$ cat config.mk
export PLATFORM = sky130hd
export DESIGN_NAME = core_boot_ctrl
export DESIGN_NICKNAME = d
export VERILOG_FILES = /design/src/rtl/core_boot_ctrl.sv
export SDC_FILE = /design/constraint.sdc
export NUM_CORES = 1
export LEC_CHECK = 0
export BUFFER_PORTS_ARGS = -buffer_cell sky130_fd_sc_hd__buf_2
export CORE_ASPECT_RATIO = 0.9
export CORE_UTILIZATION = 41
export DETAILED_ROUTE_END_ITERATION = 8
export GPL_ROUTABILITY_DRIVEN = 0
export PLACE_DENSITY = 0.66
export SKIP_LAST_GASP = 1
export SLEW_MARGIN = 40
export SYNTH_ARGS = -nofsm -noshare
export SYNTH_HDL_FRONTEND = slang
export SYNTH_SLANG_ARGS = --single-unit
$ cat constraint.sdc
create_clock -name clk_i -period 2.21 [get_ports clk_i]
set_input_delay 0.442 -clock clk_i [delete_from_list [all_inputs] [get_ports clk_i]]
set_output_delay 0.442 -clock clk_i [all_outputs]
set_load 0.03 [all_outputs]
$ cat src/rtl/core_boot_ctrl.sv
//------------------------------------------------------------------------------
// core_boot_ctrl: loads a program image into dpram with the core held, then
// runs it until halt or timeout. Optional macro BOOT_CHECKSUM_EN adds an XOR
// image checksum that must match before the core is released.
// Revision: 1.0
//------------------------------------------------------------------------------
`default_nettype none

module core_boot_ctrl #(
    parameter int                    ADDR_WIDTH     = 32,
    parameter int                    DATA_WIDTH     = 32,
    parameter int                    MEM_WORDS      = 4096,
    parameter logic [ADDR_WIDTH-1:0] BASE_ADDR      = '0,
    parameter int                    TIMEOUT_CYCLES = 100000,
    parameter int                    CNT_WIDTH      = 32
) (
    input  logic                  clk_i,
    input  logic                  rst_i,
    input  logic                  start_i,
    input  logic                  load_valid_i,
    input  logic [DATA_WIDTH-1:0] load_data_i,
    input  logic                  load_last_i,
    output logic                  load_ready_o,
    output logic                  mem_we_o,
    output logic [ADDR_WIDTH-1:0] mem_addr_o,
    output logic [DATA_WIDTH-1:0] mem_data_o,
    output logic                  core_run_o,
    input  logic                  halt_i,
    output logic                  done_o,
    output logic [1:0]            status_o,
    output logic [CNT_WIDTH-1:0]  cycle_cnt_o
`ifdef BOOT_CHECKSUM_EN
    ,
    output logic [DATA_WIDTH-1:0] chksum_o,
    input  logic [DATA_WIDTH-1:0] exp_chksum_i
`endif
);

    localparam int                    IDX_WIDTH = $clog2(MEM_WORDS + 1);
    localparam logic [IDX_WIDTH-1:0]  IDX_FULL  = IDX_WIDTH'(MEM_WORDS);
    localparam logic [CNT_WIDTH-1:0]  CNT_LIMIT = CNT_WIDTH'(TIMEOUT_CYCLES);

    localparam logic [1:0] ST_OK       = 2'b01;
    localparam logic [1:0] ST_TIMEOUT  = 2'b10;
    localparam logic [1:0] ST_OVERFLOW = 2'b11;

    typedef enum logic [2:0] {
        S_IDLE    = 3'd0,
        S_LOAD    = 3'd1,
        S_DRAIN   = 3'd2,
        S_RUN     = 3'd3,
        S_DONE    = 3'd4,
        S_TIMEOUT = 3'd5,
        S_ERROR   = 3'd6
    } state_t;

    state_t               state;
    state_t               next_state;
    logic [IDX_WIDTH-1:0] idx;
    logic                 accept;
    logic                 restart;
    logic                 chk_bad;

`ifdef BOOT_CHECKSUM_EN
    assign chk_bad = (chksum_o != exp_chksum_i);
`else
    assign chk_bad = 1'b0;
`endif

    always_ff @(posedge clk_i or negedge rst_i) begin
        if (!rst_i) begin
            state <= S_IDLE;
        end else begin
            state <= next_state;
        end
    end

    always_comb begin
        next_state   = state;
        accept       = 1'b0;
        restart      = 1'b0;
        load_ready_o = 1'b0;
        core_run_o   = 1'b0;
        done_o       = 1'b0;
        case (state)
            S_IDLE: begin
                if (start_i) begin
                    restart    = 1'b1;
                    next_state = S_LOAD;
                end
            end
            S_LOAD: begin
                load_ready_o = 1'b1;
                if (load_valid_i) begin
                    accept = 1'b1;
                    // A word arriving with the memory already full is an overflow, even if marked last.
                    if (idx == IDX_FULL) begin
                        next_state = S_ERROR;
                    end else if (load_last_i) begin
                        next_state = S_DRAIN;
                    end
                end
            end
            S_DRAIN: begin
                next_state = chk_bad ? S_ERROR : S_RUN;
            end
            S_RUN: begin
                core_run_o = 1'b1;
                if (halt_i) begin
                    next_state = S_DONE;
                end else if (cycle_cnt_o == CNT_LIMIT) begin
                    next_state = S_TIMEOUT;
                end
            end
            S_DONE, S_TIMEOUT, S_ERROR: begin
                done_o = 1'b1;
                if (start_i) begin
                    restart    = 1'b1;
                    next_state = S_LOAD;
                end
            end
            default: begin
                next_state = S_IDLE;
            end
        endcase
    end

    always_ff @(posedge clk_i or negedge rst_i) begin
        if (!rst_i) begin
            idx         <= '0;
            mem_we_o    <= 1'b0;
            mem_addr_o  <= '0;
            mem_data_o  <= '0;
            status_o    <= 2'b00;
            cycle_cnt_o <= '0;
`ifdef BOOT_CHECKSUM_EN
            chksum_o    <= '0;
`endif
        end else begin
            mem_we_o <= 1'b0;
            if (restart) begin
                idx         <= '0;
                status_o    <= 2'b00;
                cycle_cnt_o <= '0;
`ifdef BOOT_CHECKSUM_EN
                chksum_o    <= '0;
`endif
            end
            if (accept) begin
                if (idx == IDX_FULL) begin
                    status_o <= ST_OVERFLOW;
                end else begin
                    mem_we_o   <= 1'b1;
                    mem_addr_o <= BASE_ADDR + (ADDR_WIDTH'(idx) << 2);
                    mem_data_o <= load_data_i;
                    idx        <= idx + 1'b1;
`ifdef BOOT_CHECKSUM_EN
                    chksum_o   <= chksum_o ^ load_data_i;
`endif
                end
            end
            // Preloading 1 here makes the count read 1 during the first RUN cycle.
            if (state == S_DRAIN) begin
                if (chk_bad) begin
                    status_o <= ST_OVERFLOW;
                end else begin
                    cycle_cnt_o <= CNT_WIDTH'(1);
                end
            end
            if (state == S_RUN) begin
                if (halt_i) begin
                    status_o <= ST_OK;
                end else if (cycle_cnt_o == CNT_LIMIT) begin
                    status_o <= ST_TIMEOUT;
                end else if (cycle_cnt_o != '1) begin
                    cycle_cnt_o <= cycle_cnt_o + 1'b1;
                end
            end
        end
    end

endmodule

`default_nettype wire

* After elaboration in Yosys (flattened, before gate mapping) *
Cells that the tools add are included.

storage, ports and cells
  output and inout bits = 102
  bits of input ports = 38
  register bits = 96
  word-level logic and storage cells = 59

cells by class
  equality and inequality tests = 13
  mux-type cells = 31
  add/sub/neg operators = 2
  reductions and logical operators = 5
  bitwise gates (word level) = 1

operators by type and width
  cell                                                                     count
  32-bit 2-to-1 mux                                                        6
  13-bit 2-to-1 mux                                                        3
  32-bit by 1-bit adder with 32-bit output, second input constant          1
  32-bit by 17-bit == test with 1-bit output, second input constant        1
  32-bit inequality test, second input constant                            1
  3-bit 2-to-1 mux                                                         6
  13-bit by 1-bit adder with 13-bit output, second input constant          1
  13-bit == test, second input constant                                    1
  2-bit 2-to-1 mux                                                         6
  3-bit case mux with 4 select lines                                       1
  3-bit == test, second input constant                                     3
  1-bit 2-to-1 mux                                                         9
  3-bit by 2-bit == test with 1-bit output, second input constant          2
  3-bit inequality test, second input constant                             2
  4-bit AND reduction                                                      1
  4-bit OR reduction                                                       1
  3-bit by 1-bit == test with 1-bit output, second input constant          1
  3-bit logical NOT                                                        1
  3-bit OR reduction                                                       1
  2-bit by 1-bit inequality test with 1-bit output, second input constant  1
  2-bit inequality test, second input constant                             1
  2-bit AND reduction                                                      1
  1-bit inverter                                                           1

* Longest topological paths before layout *
Gate-level depths: netlist of the first run.

  depth after elaboration = 9
  gate-level depth with buffers = 11
  gate-level depth less buffers = 9

* Worst setup path after synthesis of the first run *
No wires, ideal clock.

  kind = reg-to-reg
  from = register state[1]
  to = register status_o[0]
  stages on the path, launching flop included = 7
  arrival time = 2.172 ns
  library setup time = 0.118 ns
  required time = 2.092 ns
  setup slack = -0.080 ns
  cell sequence = dfrtp_1 buf_2 a21boi_0 o21ai_1 a22oi_1 a21oi_1 a21o_1

on the way
  word-level cells in the longest chain between the ends = 9
  elaborated cells on any way between the ends = 15
  those cells by class = eq/ne (5); mux (8); reduce/logical (2)

ends and longest elaborated chain
  item                                                       line  text
  start: declaration                                         57    state_t state;
  start signal: assignment                                   74    state <= next_state;
  3-bit == test / 3-bit logical NOT (equally long branches)  85    case (state)
  4-bit OR reduction (no line)                               n/a
  1-bit 2-to-1 mux                                           n/a
  2-bit 2-to-1 mux                                           141   if (restart) begin
  2-bit 2-to-1 mux                                           150   if (idx == IDX_FULL) begin
  2-bit 2-to-1 mux                                           149   if (accept) begin
  2-bit 2-to-1 mux                                           173   end else if (cycle_cnt_o == CNT_LIMIT) begin
  2-bit 2-to-1 mux                                           171   if (halt_i) begin
  2-bit 2-to-1 mux *                                         170   if (state == S_RUN) begin
  end signal: assignment                                     151   status_o <= ST_OVERFLOW;
  end signal: assignment                                     172   status_o <= ST_OK;
  end signal: assignment                                     174   status_o <= ST_TIMEOUT;
  end: declaration                                           30    output logic [1:0] status_o,

Mark *: on every way between the ends. The rest lies on a longest branch, timed or not.
A chain may end at the register's enable or synchronous reset.

* Final worst setup path of the first run *
  from = register cycle_cnt_o[1]
  to = register cycle_cnt_o[16]

on the way
  word-level cells in the longest chain between the ends = 5
  elaborated cells on any way between the ends = 7
  those cells by class = add/sub (1); eq/ne (2); mux (4)

ends and longest elaborated chain
  item                                                                                       line      text
  start: declaration                                                                         31        output logic [CNT_WIDTH-1:0] cycle_cnt_o
  start signal: assignment                                                                   176       cycle_cnt_o <= cycle_cnt_o + 1'b1;
  32-bit by 1-bit adder with 32-bit output / 32-bit inequality test (equally long branches)  176, 175
  32-bit 2-to-1 mux                                                                          175       end else if (cycle_cnt_o != '1) begin
  32-bit 2-to-1 mux *                                                                        173
  32-bit 2-to-1 mux *                                                                        171
  32-bit 2-to-1 mux *                                                                        170

Marks and branches as above.

==> results.md, run 1 <==
- Cell count after synthesis: 536
- WL/cell: 15.5 um
- Netlist cell types: 67
- Leak pwr: 3.23 nW
- Slowest CP cell: or4_1
- Peak supply drop: 0.825 mV
- Tmin final: 2.12 ns
- #FFs+latches synth: 96
- Wirelength, routed: 12.8 mm
- Most common cell after layout, fill and taps aside: nand2_1
- WP data required: 2.48 ns
- Cell Rows: 37
- Worst Setup SP: cycle_cnt_o[1]
- CP Max Fanout: 16
- Status: finished clean
- Post-CTS Hold Buffers: 0
- Via/cell ratio: 5.36
- Clock sinks: 96
- First-pass GRT wire length: 21.6 mm
- Post-synth EDFFs: 0
- Area Growth Syn to Fin: 24.3%
- Inserted Clock Buffers: 9
- Fmax: 471 MHz
- Post-route insts no fill: 829
- RR Startpoint: cycle_cnt_o[1]
- Mean post-synth cell area: 9.24 um2
- Post-CTS Setup Repair Bufs: 0
- Grt total ovfl: 0
- Post-synth ARST share: 1.00
- Max cap viols: 0
- Share of layout cells above drive strength 1: 0.275
- Crit. End Element: register
- Vias in the first global route: 4302
- Main area contributors after synthesis: dfrtp_1 (49%), nand2_1 (12%), mux2i_1 (3.6%)
- Input/output buffers: 120
- Critical Path, Cell by Cell: inv_1 -> ha_1 -> and4bb_2 -> nand4_1 -> o21ai_2 -> buf_4 -> or4_1 -> a21oi_1
- CTS resizes: 0
- CTS max path bufs: 2
- Pre-antenna DRT Iters: 5
- Antenna violations before repair: 0
- CTS tree: done
- Worst-Margin Slew: 0.632 ns
- Pin count of the biggest net entering global routing: 45
- Yosys warns: 0
- Post-layout util: 0.532
- H-Tree Depth: 3
- Share of the synthesized area in the top cell type: 0.485
- Critical Path Source Type: register
- WS Path Type: register to register
- Power Total: 7.13 mW
- Final period util: 0.960
- Diodes inserted: 0
- Placed insts: 813
- Sequential fraction of the synthesis area: 0.485
- Chip Height: 106 um
- Final Hold Fails: 0
- Skew final: 0.00550 ns
- Commonest non-fill, non-tap cells in the layout: nand2_1 (153), buf_2 (119), dfrtp_1 (96)
- Root buffer cell: clkbuf_16
- Initial core utilization: 0.428
- Min-Delay Path Class: primary input to asynchronous set/reset pin
- Endpoints failing setup: 0
- Reg clk slew, reported paths: 0.07 ns
- Critical Path AT: 2.39 ns
- GRT Overall Usage: 0.219
- Synth Cell Area: 4950 um2
- RSZ-0062 raised after global routing: true
- # DRC: 0
- Final nets: 710
- Skew-Pair Late Insertion Delay: 0.35 ns
- Die Footprint: 12500 um2
- Power density over cell area: 1160 nW/um2
- HPWL after DPL: 9.34 mm
- Routed Antenna Nets: 0
- Core area: 11600 um2
- Max incr delay on CP: 0.53 ns
- Slew Limit Fails: 0
- Starting DRT DRC Count: 324
- Dominant cell type by area after synthesis: dfrtp_1
- Most used flip-flop cell after synthesis: dfrtp_1
- Rel. slew slack: 0.575
- Layout fillers: 1085
- Die width: 118 um
- # IOs: 140
- Vias: 4440
- Setup TNS: 0 ns
[worst max-delay path: cells and delay by family, from the launching register on]
kind / cells / cell delay [ns]
AO/OA/AOI/OAI: 2 / 0.24
AND/OR/NAND/NOR: 3 / 0.93
buffers and inverters: 2 / 0.27
flip-flops: 1 / 0.39
adder cells (fa/ha/maj): 1 / 0.20
[cell usage after synthesis (3+ instances only)]
library cell,number
buf_4,21
a31oi_1,4
o21ai_0,14
nand4_1,15
nand2b_1,3
o211ai_1,6
buf_2,10
nand3_1,26
nor3_1,5
nor2_1,15
or4_1,6
o21a_1,4
mux2i_1,18
a211oi_1,3
and4_1,6
a21oi_1,13
and3_1,5
o31ai_1,9
inv_1,14
and2_1,5
dfrtp_1,96
or3_1,3
nand2_1,153
clkbuf_1,12
nor4_1,13
ha_1,4
[cell families (layout without fill, tap and decap cells)]
| group | Yosys count | in the layout | synth area share |
|---|---|---|---|
| and+or+nand+nor | 276 | 276 | 0.282 |
| DFF | 96 | 96 | 0.485 |
| AOI/OAI and AO/OA | 77 | 77 | 0.113 |
| buffers and inverters | 59 | 178 | 0.0632 |
| muxes | 19 | 19 | 0.0387 |
| adders and majority gates | 4 | 4 | 0.0101 |
| xor gates and xnor gates | 4 | 4 | 0.00708 |
| other | 1 | 19 | 0.000757 |
[layout make-up]
type	count	area, um2	area share
flip-flops and latches	96	2400	0.390
clock inverters	4	98.8	0.0161
clock buffers	12	267	0.0433
well taps	156	195	0.0317
inverters	15	56.3	0.00915
repair buffers	147	818	0.133
multi-input cells	399	2310	0.376
[flip-flops by register name, summed over array words and instances, names as in the netlist]
signal,cells
idx,13
mem_addr_o,13
state,3
mem_data_o,32
mem_we_o,1
status_o,2
cycle_cnt_o,32
[per-layer routing]
metal,vias to the layer above,GRT usage,share of wire
met5,-,0,0
met4,0,0.0907,0.024
met3,26,0.0558,0.066
met2,171,0.329,0.45
met1,2131,0.300,0.46
li1,2112,-,-
[stage by stage]
step	cell area (um2)	hold slack, ns	worst slack (ns)
CTS	6140	0.0122	0.119
global route	6150	0.0258	-0.0122
finish	6150	0.00571	0.0886
global placement	5780	0.391	0.182
detailed placement	5780	0.393	0.140
floorplan	5020	0.146	0.0800
[worst paths after layout]
path,endpoint,slack (ns),depth (start not counted)
worst min register to register,mem_data_o[3],0.47,2
worst max-delay path,cycle_cnt_o[16],0.09,8
worst min-delay path,mem_data_o[11],0.006,1
max in group asynchronous,mem_addr_o[9],1.52,2
worst max register to register,cycle_cnt_o[16],0.09,8
min in group clk_i,mem_data_o[15],0.28,3
[where the power goes]
part | total [mW] | switching, mW | internal [mW]
combinational | 2.82 | 1.98 | 0.846
sequential | 2.44 | 0.283 | 2.16
clock | 1.87 | 0.671 | 1.20
(Power assumes the default switching activity.)
==> run 2, diff against run 1 <==
--- a/config.mk
+++ b/config.mk
@@ -6,11 +6,11 @@
 export NUM_CORES = 1
 export LEC_CHECK = 0
 export BUFFER_PORTS_ARGS = -buffer_cell sky130_fd_sc_hd__buf_2
-export CORE_ASPECT_RATIO = 0.9
 export CORE_UTILIZATION = 41
 export DETAILED_ROUTE_END_ITERATION = 8
 export GPL_ROUTABILITY_DRIVEN = 0
 export PLACE_DENSITY = 0.66
+export SKIP_CTS_REPAIR_TIMING = 1
 export SKIP_LAST_GASP = 1
 export SLEW_MARGIN = 40
 export SYNTH_ARGS = -nofsm -noshare
==> results.md, run 2 (synthesis gave the netlist of run 1 again) <==
- Status: finished, violations left (was finished clean)
- Failing checks: design-rule violations
- Critical Path Source Type: register (unchanged)
- Endpoints failing setup: 0 (unchanged)
- Pin count of the biggest net entering global routing: 65 (was 45)
- RSZ-0062 raised after global routing: false (was true)
- Chip Height: 112 um (was 106 um)
- CP Max Fanout: 11 (was 16)
- Die Footprint: 12500 um2 (about the same)
- Worst-Margin Slew: 0.599 ns (was 0.632 ns)
- Peak supply drop: 0.895 mV (was 0.825 mV)
- H-Tree Depth: 3 (unchanged)
- Starting DRT DRC Count: 331 (was 324)
- Post-layout util: 0.516 (was 0.532)
- Input/output buffers: 120 (unchanged)
- Sw Share: 0.432 (was 0.411)
- Antenna violations before repair: 1 (was 0)
- First-pass GRT wire length: 20.6 mm (was 21.6 mm)
- Pre-antenna DRT Iters: 9 (was 5)
- Via/cell ratio: 5.42 (was 5.36)
- Vias: 4388 (was 4440)
- Critical Path, Cell by Cell: nand4_4 -> or4_4 -> nor3_2 -> buf_4 -> a211oi_1 -> o211a_1 (was inv_1 -> ha_1 -> and4bb_2 -> nand4_1 -> o21ai_2 -> buf_4 -> or4_1 -> a21oi_1)
- Rel. slew slack: 0.597 (was 0.575)
- Power density over cell area: 1110 nW/um2 (was 1160 nW/um2)
- Clock sinks: 96 (unchanged)
- Clk pwr share: 0.220 (was 0.262)
- WP data required: 2.45 ns (was 2.48 ns)
- GRT Overall Usage: 0.205 (was 0.219)
- WS Path Type: register to register (unchanged)
- Final Hold Fails: 0 (unchanged)
- Root buffer cell: clkbuf_16 (unchanged)
- Final nets: 703 (was 710)
- CTS max path bufs: 2 (unchanged)
- Max cap viols: 0 (unchanged)
- Largest regs: cycle_cnt_o (32), mem_data_o (32) (unchanged)
- HPWL after DPL: 8.87 mm (was 9.34 mm)
- Commonest non-fill, non-tap cells in the layout: nand2_1 (153), buf_2 (119), dfrtp_1 (96) (unchanged)
- Share of layout cells above drive strength 1: 0.267 (was 0.275)
- Slew Limit Fails: 0 (unchanged)
- Pint: 3.78 mW (was 4.20 mW)
- Switching power: 2.87 mW (was 2.93 mW)
- Critical Path AT: 2.31 ns (was 2.39 ns)
- Grt total ovfl: 0 (unchanged)
- Leak pwr: 3.15 nW (was 3.23 nW)
- Crit. End Element: register (unchanged)
- Wirelength, routed: 12.3 mm (was 12.8 mm)
- Gate power share: 0.410 (was 0.396)
- Setup TNS: 0 ns (unchanged)
- Most common cell after layout, fill and taps aside: nand2_1 (unchanged)
- Skew final: 0.00819 ns (was 0.00550 ns)
- # DRC: 6 (was 0)
- Seq pwr share: 0.370 (was 0.342)
- Core area: 11600 um2 (about the same)
- Tmin final: 2.08 ns (was 2.12 ns)
- Post-route insts no fill: 809 (was 829)
- Hold_ws: 0.0936 ns (was 0.00571 ns)
- Initial core utilization: 0.426 (was 0.428)
- Min-Delay Path Class: primary input to asynchronous set/reset pin (unchanged)
- Final period util: 0.941 (was 0.960)
- Diodes inserted: 0 (unchanged)
- Die width: 112 um (was 118 um)
- Slowest CP cell: or4_4 (was or4_1)
- Max incr delay on CP: 0.59 ns (was 0.53 ns)
- CTS tree: done (unchanged)
- Area Growth Syn to Fin: 21.2% (was 24.3%)
- Fmax: 481 MHz (was 471 MHz)
- Skew-Pair Late Insertion Delay: 0.35 ns (about the same)
- Routed Antenna Nets: 0 (unchanged)
- Cell Rows: 39 (was 37)
- Inserted Clock Buffers: 9 (unchanged)
- Vias in the first global route: 4119 (was 4302)
- WL/cell: 15.2 um (was 15.5 um)
- Reg clk slew, reported paths: 0.07 ns (about the same)
- Placed insts: 793 (was 813)
- # IOs: 140 (unchanged)
==> run 2: metal layers <==
layer  wire length [um]  track usage  part of all wire  vias up
li1                   -            -                 -     2104
met1               5430        0.272              0.44     2101
met2               5790        0.331              0.47      161
met3                876       0.0446             0.071       20
met4                217       0.0721             0.018        2
met5                 12            0           0.00097        -
==> run 2: worst paths after layout <==
path | endpoint | startpoint | depth (start not counted) | slack [ns]
worst max-delay path | cycle_cnt_o[17] | cycle_cnt_o[3] | 6 | 0.13
worst min-delay path | idx[3] | rst_i | 2 | 0.09
worst max register to register | cycle_cnt_o[17] | cycle_cnt_o[3] | 6 | 0.13
worst min register to register | mem_data_o[1] | mem_data_o[1] | 2 | 0.47
max in group asynchronous | cycle_cnt_o[2] | rst_i | 2 | 1.73
min in group clk_i | mem_data_o[30] | load_data_i[30] | 3 | 0.28
==> run 2: final cells by class <==
type                            count  area [um2]
Fill cell                        1101        5620
Sequential cell                    96        2400
Multi-Input combinational cell    399        2310
Timing Repair Buffer              140         778
Clock buffer                       11         243
Tap cell                          143         179
Inverter                           15        56.3
Clock inverter                      5        32.5
==> run 2: power by group through the flow <==
| stage | registers, mW | clock network [mW] | logic, mW |
|---|---|---|---|
| 5_1_grt | 2.52 | 1.57 | 2.98 |
| 6_report | 2.46 | 1.46 | 2.73 |
| 3_5_place_dp | 2.48 | 0 | 2.76 |
| 4_1_cts | 2.46 | 1.50 | 2.76 |
| 2_1_floorplan | 3.08 | 0 | 1.32 |
| 3_3_place_gp | 2.47 | 0 | 2.71 |
==> run 2: stage by stage <==
stage                     total power, mW  worst slack (ns)  cell area, um2
final                                6.65             0.131            6000
after floorplan                      4.40            0.0800            5020
after CTS                            6.72             0.152            6000
after global routing                 7.07           0.00833            6000
after detailed placement             5.24             0.166            5720
after global placement               5.18             0.205            5720
==> run 2: critical path, delay by kind of cell (launching register included) <==
| kind | cells | cell delay [ns] |
|---|---|---|
| compound gates | 2 | 0.31 |
| buf+inv | 1 | 0.21 |
| simple gates | 3 | 0.90 |
| flops | 1 | 0.54 |
